### src/rtl/dmem_arbiter_pkg.sv
// Shared definitions for the data-memory arbiter: owner/state encodings and
// default bus widths.
package dmem_arbiter_pkg;

  localparam int DEF_ADDR_W = 14;
  localparam int DEF_DATA_W = 32;

  typedef enum logic {
    OWN_CPU = 1'b0,
    OWN_DBG = 1'b1
  } owner_t;

  typedef enum logic {
    ST_NORMAL = 1'b0,
    ST_LOCKED = 1'b1
  } state_t;

endpackage

### src/rtl/dmem_arbiter_if.sv
// Bus bundle between the CPU path, the debug master, the data memory and the
// arbiter. The slave modport is the arbiter's view.
interface dmem_arbiter_if
  import dmem_arbiter_pkg::*;
#(
  parameter int ADDR_W = DEF_ADDR_W,
  parameter int DATA_W = DEF_DATA_W
) ();

  logic              cpu_req;
  logic              cpu_we;
  logic [ADDR_W-1:0] cpu_addr;
  logic [DATA_W-1:0] cpu_wdata;
  logic [DATA_W-1:0] cpu_rdata;
  logic              cpu_stall;

  logic              dbg_req;
  logic              dbg_we;
  logic [ADDR_W-1:0] dbg_addr;
  logic [DATA_W-1:0] dbg_wdata;
  logic              dbg_lock;
  logic              dbg_ack;
  logic              dbg_rvalid;
  logic [DATA_W-1:0] dbg_rdata;
  logic              locked;

  logic              mem_we;
  logic [ADDR_W-1:0] mem_addr;
  logic [DATA_W-1:0] mem_wdata;
  logic [DATA_W-1:0] mem_rdata;

  modport slave (
    input  cpu_req, cpu_we, cpu_addr, cpu_wdata,
    output cpu_rdata, cpu_stall,
    input  dbg_req, dbg_we, dbg_addr, dbg_wdata, dbg_lock,
    output dbg_ack, dbg_rvalid, dbg_rdata, locked,
    output mem_we, mem_addr, mem_wdata,
    input  mem_rdata
  );

  modport master (
    output cpu_req, cpu_we, cpu_addr, cpu_wdata,
    input  cpu_rdata, cpu_stall,
    output dbg_req, dbg_we, dbg_addr, dbg_wdata, dbg_lock,
    input  dbg_ack, dbg_rvalid, dbg_rdata, locked,
    input  mem_we, mem_addr, mem_wdata,
    output mem_rdata
  );

endinterface

### src/rtl/dmem_arbiter_starve_counter.sv
// Counts consecutive denied debug-request cycles, saturating at LIMIT, so the
// arbiter can force a debug grant once the limit is reached.
module dmem_arbiter_starve_counter #(
  parameter int LIMIT = 4
) (
  input  logic clock,
  input  logic reset,
  input  logic clr,
  input  logic inc,
  output logic at_limit
);

  localparam int CNT_W = $clog2(LIMIT + 1);
  localparam logic [CNT_W-1:0] LIMIT_C = CNT_W'(LIMIT);

  logic [CNT_W-1:0] cnt;

  function automatic logic [CNT_W-1:0] sat_inc(input logic [CNT_W-1:0] v);
    return (v == LIMIT_C) ? v : v + CNT_W'(1);
  endfunction

  always_ff @(posedge clock) begin
    if (reset) begin
      cnt <= '0;
    end else if (clr) begin
      cnt <= '0;
    end else if (inc) begin
      cnt <= sat_inc(cnt);
    end
  end

  assign at_limit = (cnt == LIMIT_C);

endmodule

### src/rtl/dmem_arbiter.sv
// Two-master arbiter for the single data-memory port: CPU has priority, the
// debug master gets a forced grant after STARVE_LIMIT denials or owns the port in LOCKED.
module dmem_arbiter
  import dmem_arbiter_pkg::*;
#(
  parameter int ADDR_W       = DEF_ADDR_W,
  parameter int DATA_W       = DEF_DATA_W,
  parameter int STARVE_LIMIT = 4
) (
  input logic           clock,
  input logic           reset,
  dmem_arbiter_if.slave bus
);

  state_t            state_q;
  state_t            state_d;
  owner_t            owner;
  logic              at_limit;
  logic              dbg_ack_c;
  logic              own_req;
  logic              own_we;
  logic [ADDR_W-1:0] own_addr;
  logic [DATA_W-1:0] own_wdata;
  logic              rd_accept;

  logic              vld_p1;
  owner_t            tag_p1;

  dmem_arbiter_starve_counter #(
    .LIMIT(STARVE_LIMIT)
  ) u_starve (
    .clock   (clock),
    .reset   (reset),
    .clr     (!bus.dbg_req || dbg_ack_c),
    .inc     (bus.dbg_req && !dbg_ack_c),
    .at_limit(at_limit)
  );

  always_ff @(posedge clock) begin
    if (reset) begin
      state_q <= ST_NORMAL;
    end else begin
      state_q <= state_d;
    end
  end

  always_comb begin
    state_d   = bus.dbg_lock ? ST_LOCKED : ST_NORMAL;
    owner     = OWN_CPU;
    if (state_q == ST_LOCKED) begin
      owner = OWN_DBG;
    end else if (bus.dbg_req && (!bus.cpu_req || at_limit)) begin
      owner = OWN_DBG;
    end
    own_req   = bus.cpu_req;
    own_we    = bus.cpu_we;
    own_addr  = bus.cpu_addr;
    own_wdata = bus.cpu_wdata;
    if (owner == OWN_DBG) begin
      own_req   = bus.dbg_req;
      own_we    = bus.dbg_we;
      own_addr  = bus.dbg_addr;
      own_wdata = bus.dbg_wdata;
    end
    // Nothing may reach memory or be acknowledged while reset is held.
    dbg_ack_c = !reset && bus.dbg_req && (owner == OWN_DBG);
    rd_accept = !reset && own_req && !own_we;
  end

  assign bus.mem_we    = !reset && own_req && own_we;
  assign bus.mem_addr  = own_addr;
  assign bus.mem_wdata = own_wdata;
  assign bus.dbg_ack   = dbg_ack_c;
  assign bus.locked    = (state_q == ST_LOCKED);
  assign bus.cpu_stall = !reset &&
                         ((state_q == ST_LOCKED) || (bus.cpu_req && (owner == OWN_DBG)));

  // p1: memory read data returns; tag decides which master it belongs to.
  always_ff @(posedge clock) begin
    if (reset) begin
      vld_p1 <= 1'b0;
      tag_p1 <= OWN_CPU;
    end else begin
      vld_p1 <= rd_accept;
      tag_p1 <= owner;
    end
  end

  assign bus.dbg_rvalid = !reset && vld_p1 && (tag_p1 == OWN_DBG);
  assign bus.dbg_rdata  = bus.mem_rdata;
  assign bus.cpu_rdata  = bus.mem_rdata;

endmodule

### src/flat_wrapper.sv
// flat-port wrapper written by rule: the top's interface ports become plain ports
module dmem_arbiter_flat import dmem_arbiter_pkg::*;
#(
  parameter int ADDR_W       = DEF_ADDR_W,
  parameter int DATA_W       = DEF_DATA_W,
  parameter int STARVE_LIMIT = 4
)
  (clock, reset, bus_cpu_req, bus_cpu_we, bus_cpu_addr, bus_cpu_wdata, bus_cpu_rdata, bus_cpu_stall, bus_dbg_req, bus_dbg_we, bus_dbg_addr, bus_dbg_wdata, bus_dbg_lock, bus_dbg_ack, bus_dbg_rvalid, bus_dbg_rdata, bus_locked, bus_mem_we, bus_mem_addr, bus_mem_wdata, bus_mem_rdata);
  dmem_arbiter_if #(.ADDR_W(ADDR_W), .DATA_W(DATA_W)) bus_i ();
  input logic clock;
  input logic reset;
  input wire logic [$bits(bus_i.cpu_req)-1:0] bus_cpu_req;
  input wire logic [$bits(bus_i.cpu_we)-1:0] bus_cpu_we;
  input wire logic [$bits(bus_i.cpu_addr)-1:0] bus_cpu_addr;
  input wire logic [$bits(bus_i.cpu_wdata)-1:0] bus_cpu_wdata;
  output wire logic [$bits(bus_i.cpu_rdata)-1:0] bus_cpu_rdata;
  output wire logic [$bits(bus_i.cpu_stall)-1:0] bus_cpu_stall;
  input wire logic [$bits(bus_i.dbg_req)-1:0] bus_dbg_req;
  input wire logic [$bits(bus_i.dbg_we)-1:0] bus_dbg_we;
  input wire logic [$bits(bus_i.dbg_addr)-1:0] bus_dbg_addr;
  input wire logic [$bits(bus_i.dbg_wdata)-1:0] bus_dbg_wdata;
  input wire logic [$bits(bus_i.dbg_lock)-1:0] bus_dbg_lock;
  output wire logic [$bits(bus_i.dbg_ack)-1:0] bus_dbg_ack;
  output wire logic [$bits(bus_i.dbg_rvalid)-1:0] bus_dbg_rvalid;
  output wire logic [$bits(bus_i.dbg_rdata)-1:0] bus_dbg_rdata;
  output wire logic [$bits(bus_i.locked)-1:0] bus_locked;
  output wire logic [$bits(bus_i.mem_we)-1:0] bus_mem_we;
  output wire logic [$bits(bus_i.mem_addr)-1:0] bus_mem_addr;
  output wire logic [$bits(bus_i.mem_wdata)-1:0] bus_mem_wdata;
  input wire logic [$bits(bus_i.mem_rdata)-1:0] bus_mem_rdata;
  assign bus_i.cpu_req = bus_cpu_req;
  assign bus_i.cpu_we = bus_cpu_we;
  assign bus_i.cpu_addr = bus_cpu_addr;
  assign bus_i.cpu_wdata = bus_cpu_wdata;
  assign bus_cpu_rdata = bus_i.cpu_rdata;
  assign bus_cpu_stall = bus_i.cpu_stall;
  assign bus_i.dbg_req = bus_dbg_req;
  assign bus_i.dbg_we = bus_dbg_we;
  assign bus_i.dbg_addr = bus_dbg_addr;
  assign bus_i.dbg_wdata = bus_dbg_wdata;
  assign bus_i.dbg_lock = bus_dbg_lock;
  assign bus_dbg_ack = bus_i.dbg_ack;
  assign bus_dbg_rvalid = bus_i.dbg_rvalid;
  assign bus_dbg_rdata = bus_i.dbg_rdata;
  assign bus_locked = bus_i.locked;
  assign bus_mem_we = bus_i.mem_we;
  assign bus_mem_addr = bus_i.mem_addr;
  assign bus_mem_wdata = bus_i.mem_wdata;
  assign bus_i.mem_rdata = bus_mem_rdata;
  dmem_arbiter #(.ADDR_W(ADDR_W), .DATA_W(DATA_W), .STARVE_LIMIT(STARVE_LIMIT)) u_core (.clock(clock), .reset(reset), .bus(bus_i));
endmodule
### config.mk
export PLATFORM = sky130hd
export DESIGN_NAME = dmem_arbiter_flat
export DESIGN_NICKNAME = d
export VERILOG_FILES = /design/src/rtl/dmem_arbiter_pkg.sv /design/src/rtl/dmem_arbiter_if.sv /design/src/rtl/dmem_arbiter_starve_counter.sv /design/src/rtl/dmem_arbiter.sv /design/src/flat_wrapper.sv
export SDC_FILE = /design/constraint.sdc
export NUM_CORES = 1
export LEC_CHECK = 0
export CORE_AREA = 2 2 97 99
export DETAILED_ROUTE_END_ITERATION = 6
export DIE_AREA = 0 0 99 101
export PLACE_DENSITY = 0.65
export SLEW_MARGIN = 20
export SYNTH_ARGS = -nofsm -noshare
export SYNTH_HDL_FRONTEND = slang
export SYNTH_SLANG_ARGS = --single-unit
### constraint.sdc
create_clock -name clock -period 2.1 [get_ports clock]
set_clock_uncertainty 0.1 [all_clocks]
set_input_delay 0.42 -clock clock [delete_from_list [all_inputs] [get_ports clock]]
set_output_delay 0.42 -clock clock [all_outputs]
set_load 0.005 [all_outputs]
# After elaboration in Yosys (flattened, before gate mapping)
# Cells that the tools add are included.
[word_totals] ff_bits=6 in_bits=131 out_inout_bits=115 elab_cells=35
[op_classes] add_sub_neg=1 n_eq_ne=1 mux=7 n_bitwise=1 reduce_logical=21
[ops] op="$mux W32" n=1
[ops] op="$mux W14" n=1
[ops] op="$logic_and A1 B1 Y1" n=11
[ops] op="$logic_not A1 Y1" n=5
[ops] op="$mux W1" n=5
[ops] op="$add A3 B1 Y3 const B" n=1
[ops] op="$eq A3 B3 Y1 const B" n=1
[ops] op="$logic_or A1 B1 Y1" n=3
[ops] op="$reduce_and A2 Y1" n=1
[ops] op="$reduce_or A2 Y1" n=1
[ops] op="$not A1 Y1" n=1

# Logic depth before layout (Yosys ltp)
[depth] word_depth=9 depth_mapped=8

# Cells and area by module
# Synthesis repeated with hierarchy kept, for this count alone.
[unflattened] hier_cells=157 area_unflattened_um2=1438.9
[modules_own_cells] mod="dmem_arbiter" instances=1 cells_each=139 area_per_inst_um2=1251.2
[modules_own_cells] mod="dmem_arbiter_starve_counter" instances=1 cells_each=18 area_per_inst_um2=187.7

# Worst setup path after synthesis
# No wires, ideal clock.
[synth_timing] kind="register to output" startpoint="register u_core.u_starve.cnt[0]" endpoint="output bus_mem_addr[0]" arrival_time_ps=1632 required_ps=1580 path_slack_ps=-52 path_stages_with_launch=9 n_path_buf=3 path_cell_list="dfxtp_1 -> inv_1 -> ha_1 -> and2_1 -> buf_4 -> o22ai_4 -> buf_6 -> buf_6 -> mux2_4"
[synth_via] elab_chain_cells=6
[synth_lines] element="start: declaration" line="dmem_arbiter_starve_counter.sv:16" source="logic [CNT_W-1:0] cnt;"
[synth_lines] element="start signal: assignment" line="dmem_arbiter_starve_counter.sv:28" source="cnt <= sat_inc(cnt);"
[synth_lines] element="$eq A3 B3 Y1" line="dmem_arbiter_starve_counter.sv:32" source="assign at_limit = (cnt == LIMIT_C);"
[synth_lines] element="$logic_or A1 B1 Y1" line="dmem_arbiter.sv:52" source="end else if (bus.dbg_req && (!bus.cpu_req || at_limit)) begin"
[synth_lines] element="$logic_and A1 B1 Y1" line="dmem_arbiter.sv:52"
[synth_lines] element="$mux W1" line="dmem_arbiter.sv:52"
[synth_lines] element="$mux W1" line="dmem_arbiter.sv:50" source="if (state_q == ST_LOCKED) begin"
[synth_lines] element="$mux W14" line="dmem_arbiter.sv:59" source="if (owner == OWN_DBG) begin"
[synth_lines] element="end: declaration" line="flat_wrapper.sv:28" source="output wire logic [$bits(bus_i.mem_addr)-1:0] bus_mem_addr;"
# No other way between the ends.

# Worst setup path after layout
[layout_timing] startpoint="register u_core.u_starve.cnt[0]" endpoint="output bus_mem_addr[3]"
# Same word-level chain as after synthesis.

==> impl_metrics.csv <==
group,metric,value,unit
setup_path,cp.required,1.58,ns
clock_network,cts_sinks,6,
routing,viasPerCell,3.82,
setup_path,worstPathCellList,"inv_2 > ha_4 > and2_4 > o22ai_4 > buf_12 > buf_12 > buf_16 > buf_8 > mux2_4 > buf_6",
routing,drtAntennaViolNets,0,
power_and_ir_drop,p_leak,1.51,nW
routing,via_count,1481,
synth,synth_area,0.00145,sq mm
timing,relSlewSlack,82.3,%
layout,syn_to_final_growth,126,%
synth,yosys_warnings,0,
setup_path,cp_slowest_cell,"dfxtp_2",
setup_path,crit_type,"flop to output pin",
clock_network,htreeDepth,1,
global_routing,grt_pass1_vias,1547,
synth,synthCells,153,
routing,drcViolationCount,0,
synth,syn_area_per_cell,9.49,sq um
synth,yosysSeqAreaShare,8.28,%
layout,nets,412,
global_routing,grt_start_max_net_pins,12,
clock_network,cts_tree,"done",
timing,max_freq,402,MHz
floorplanning,io_pins,246,
floorplanning,fp.dieH,101,microns
floorplanning,start_util,16.2,%
setup_path,cp-end-kind,"output pin",
routing,post_drt_wl_per_cell,15.6,microns
setup_path,path_buf_inv,6,
timing,slew_viol_final,0,
timing,tightest_slew,0.262,ns
timing,rsz0062_at_grt,"yes",
layout,stdcell_count,388,
floorplanning,row_count,35,
timing,finalWorstSetupSlack,-0.387,ns
synth,syn_nets,286,
power_and_ir_drop,power_density,332,mW/mm^2
timing,setup_viol,47,
setup_path,crit_family,"buffers and inverters",
global_routing,grt_pass1_wl,8.74,mm
clock_network,cts_made_buffers,3,
placed_design,io_buffers,149,
global_routing,antenna_found_initial,0,
clock_network,clock_latency,0.23,ns
layout,drive_gt1_share,54.2,%
layout,fillers,901,
timing,finalHoldViolCount,0,
setup_path,crit_top_cell,"buf_12",
routing,drt_pre_antenna_iters,2,
layout,final_common_cell,"clkdlybuf4s50_1",
setup_path,worst_ep_arrival_time,1.97,ns
flow_run,maxCapViolations,0,
layout,final_cell_mix,"clkdlybuf4s50_1 (97), buf_6 (51), mux2_4 (45)",
synth,ys_ff_latch,6,
setup_path,critPathLaunchType,"flop",
setup_path,max_stage_delay,0.33,ns
floorplanning,dieArea,0.0100,sq mm
global_routing,overflow,0,
power_and_ir_drop,ir_drop,0.350,mV
synth,synth_cell_types,28,
timing,post-route-period-util,118,%
clock_network,cts_buffer_depth,2,
timing,period_needed,2.49,ns
hold_path,hp-class,"input port to flop",
setup_path,cp_max_fo,5,
global_routing,grt_usage,11.3,%
clock_network,clkTransAtPathRegs,0.04,ns
placed_design,post-place-cells,354,
routing,drt_iter0_markers,20,
timing,timing.hold.ws,0.513,ns
placed_design,place_congestion,0.800,
run_status,status,"finished with violations",
routing,routed_wl,6.06,mm
placed_design,place_hpwl,4.33,mm
clock_network,cts_root_buf,"clkbuf_8",
floorplanning,coreArea,0.00898,sq mm
layout,antennaDiodeCount,0,
run_status,violations,"setup timing",
floorplanning,chipWidth,99,microns
synthesized netlist by cell type:
cell type,instances,area (sq um)
nor2b_1,1,6.26
nor3_1,1,5.00
buf_8,1,15.0
o221ai_1,1,8.76
nor4_1,3,18.8
inv_1,4,15.0
a21oi_1,1,5.00
a31oi_1,1,6.26
nor2_1,4,15.0
mux2_4,18,270
nand2b_2,1,8.76
o21ai_0,1,5.00
nand3b_1,1,7.51
and2_1,1,6.26
o22ai_4,1,20.0
mux2_1,28,315
a21o_1,1,7.51
xnor2_1,1,8.76
buf_6,2,22.5
o21ai_1,1,5.00
a21boi_1,1,7.51
nand2_1,1,3.75
dfxtp_1,6,120
and3b_1,1,8.76
buf_4,67,503
o211ai_1,1,7.51
clkbuf_1,1,3.75
ha_1,2,25.0
routing by layer:
layer	up-vias	wire length (microns)	GRT usage [%]
met5	-	0	0
met4	0	129	4.43
met3	20	560	2.29
met2	93	2940	18.9
met1	663	2430	14.3
li1	705	-	-
final timing paths:
kind	slack [ns]	depth (start not counted)	start	end
max	-0.39	10	u_core.u_starve.cnt[0]$_SDFFE_PP0P_	bus_mem_addr[3]
min	0.51	2	reset	u_core.bus.locked$_SDFF_PP0_
max reg2reg	0.48	10	u_core.u_starve.cnt[0]$_SDFFE_PP0P_	u_core.tag_p1$_SDFF_PP0_
min reg2reg	0.59	4	u_core.u_starve.cnt[2]$_SDFFE_PP0P_	u_core.u_starve.cnt[2]$_SDFFE_PP0P_
per-stage QoR:
| step | power, W | utilization (%) | area (sq um) | TNS, ns | worst slack [ns] |
|---|---|---|---|---|---|
| floorplan | 0.000406 | - | 1460 | 0 | 0.00235 |
| global placement | 0.000693 | 29.6 | 2660 | -32.94 | -0.752 |
| detailed placement | 0.000696 | 29.6 | 2660 | -33.65 | -0.760 |
| CTS | 0.00111 | 36.8 | 3300 | -15.33 | -0.459 |
| global route | 0.00115 | 36.5 | 3280 | -16.37 | -0.449 |
| finish | 0.00109 | 36.5 | 3280 | -13.43 | -0.387 |
sequential cells by signal, indices dropped and copies added, names as in the netlist:
name,count
u_core.tag_p1,1
u_core.bus.locked,1
u_core.u_starve.cnt,3
u_core.vld_p1,1
repair_timing:
item / in CTS / in global routing
hold buffers: 0 / 0
gates resized for setup: 272 / 19
setup endpoints to repair: 50 / 48
cloned: 5 / 0
pin swaps: 4 / 2
setup buffers: 24 / 7
worst register-to-register path: stages (launching register included):
cell	delay, ns
dfxtp_2	0.33
inv_2	0.05
ha_4	0.15
and2_4	0.14
o22ai_4	0.17
buf_12	0.16
buf_12	0.10
buf_6	0.09
buf_12	0.09
buf_6	0.09
nor2_1	0.03
cell families (layout without fill, tap and decap cells):
| family | after synthesis | after routing | share of synthesized area [%] |
|---|---|---|---|
| AOI/OAI and AO/OA | 9 | 9 | 5.00 |
| DFF | 6 | 6 | 8.28 |
| buffers and inverters | 75 | 199 | 38.5 |
| muxes | 46 | 46 | 40.3 |
| and+or+nand+nor | 14 | 14 | 5.52 |
| xor gates and xnor gates | 1 | 1 | 0.604 |
| adders and majority gates | 2 | 2 | 1.72 |
report_power, final:
part,internal (W),switching (W),total [W],leakage [nW]
Clock,0.000124,0.0000557,0.000179,0.0216
Sequential,0.000120,0.00000211,0.000122,0.0501
Combinational,0.000572,0.000217,0.000789,1.44
Total,0.000815,0.000275,0.00109,1.51
area by class of cell:
| type | instances | area (sq um) | share of cell area [%] |
|---|---|---|---|
| clock buffer | 3 | 41.3 | 1.26 |
| multi-input combinational | 72 | 903 | 27.5 |
| sequential | 6 | 123 | 3.74 |
| inverter | 4 | 15.0 | 0.458 |
| timing repair buffer | 192 | 2060 | 62.8 |
| tap | 111 | 139 | 4.24 |
(Power assumes the default switching activity.)
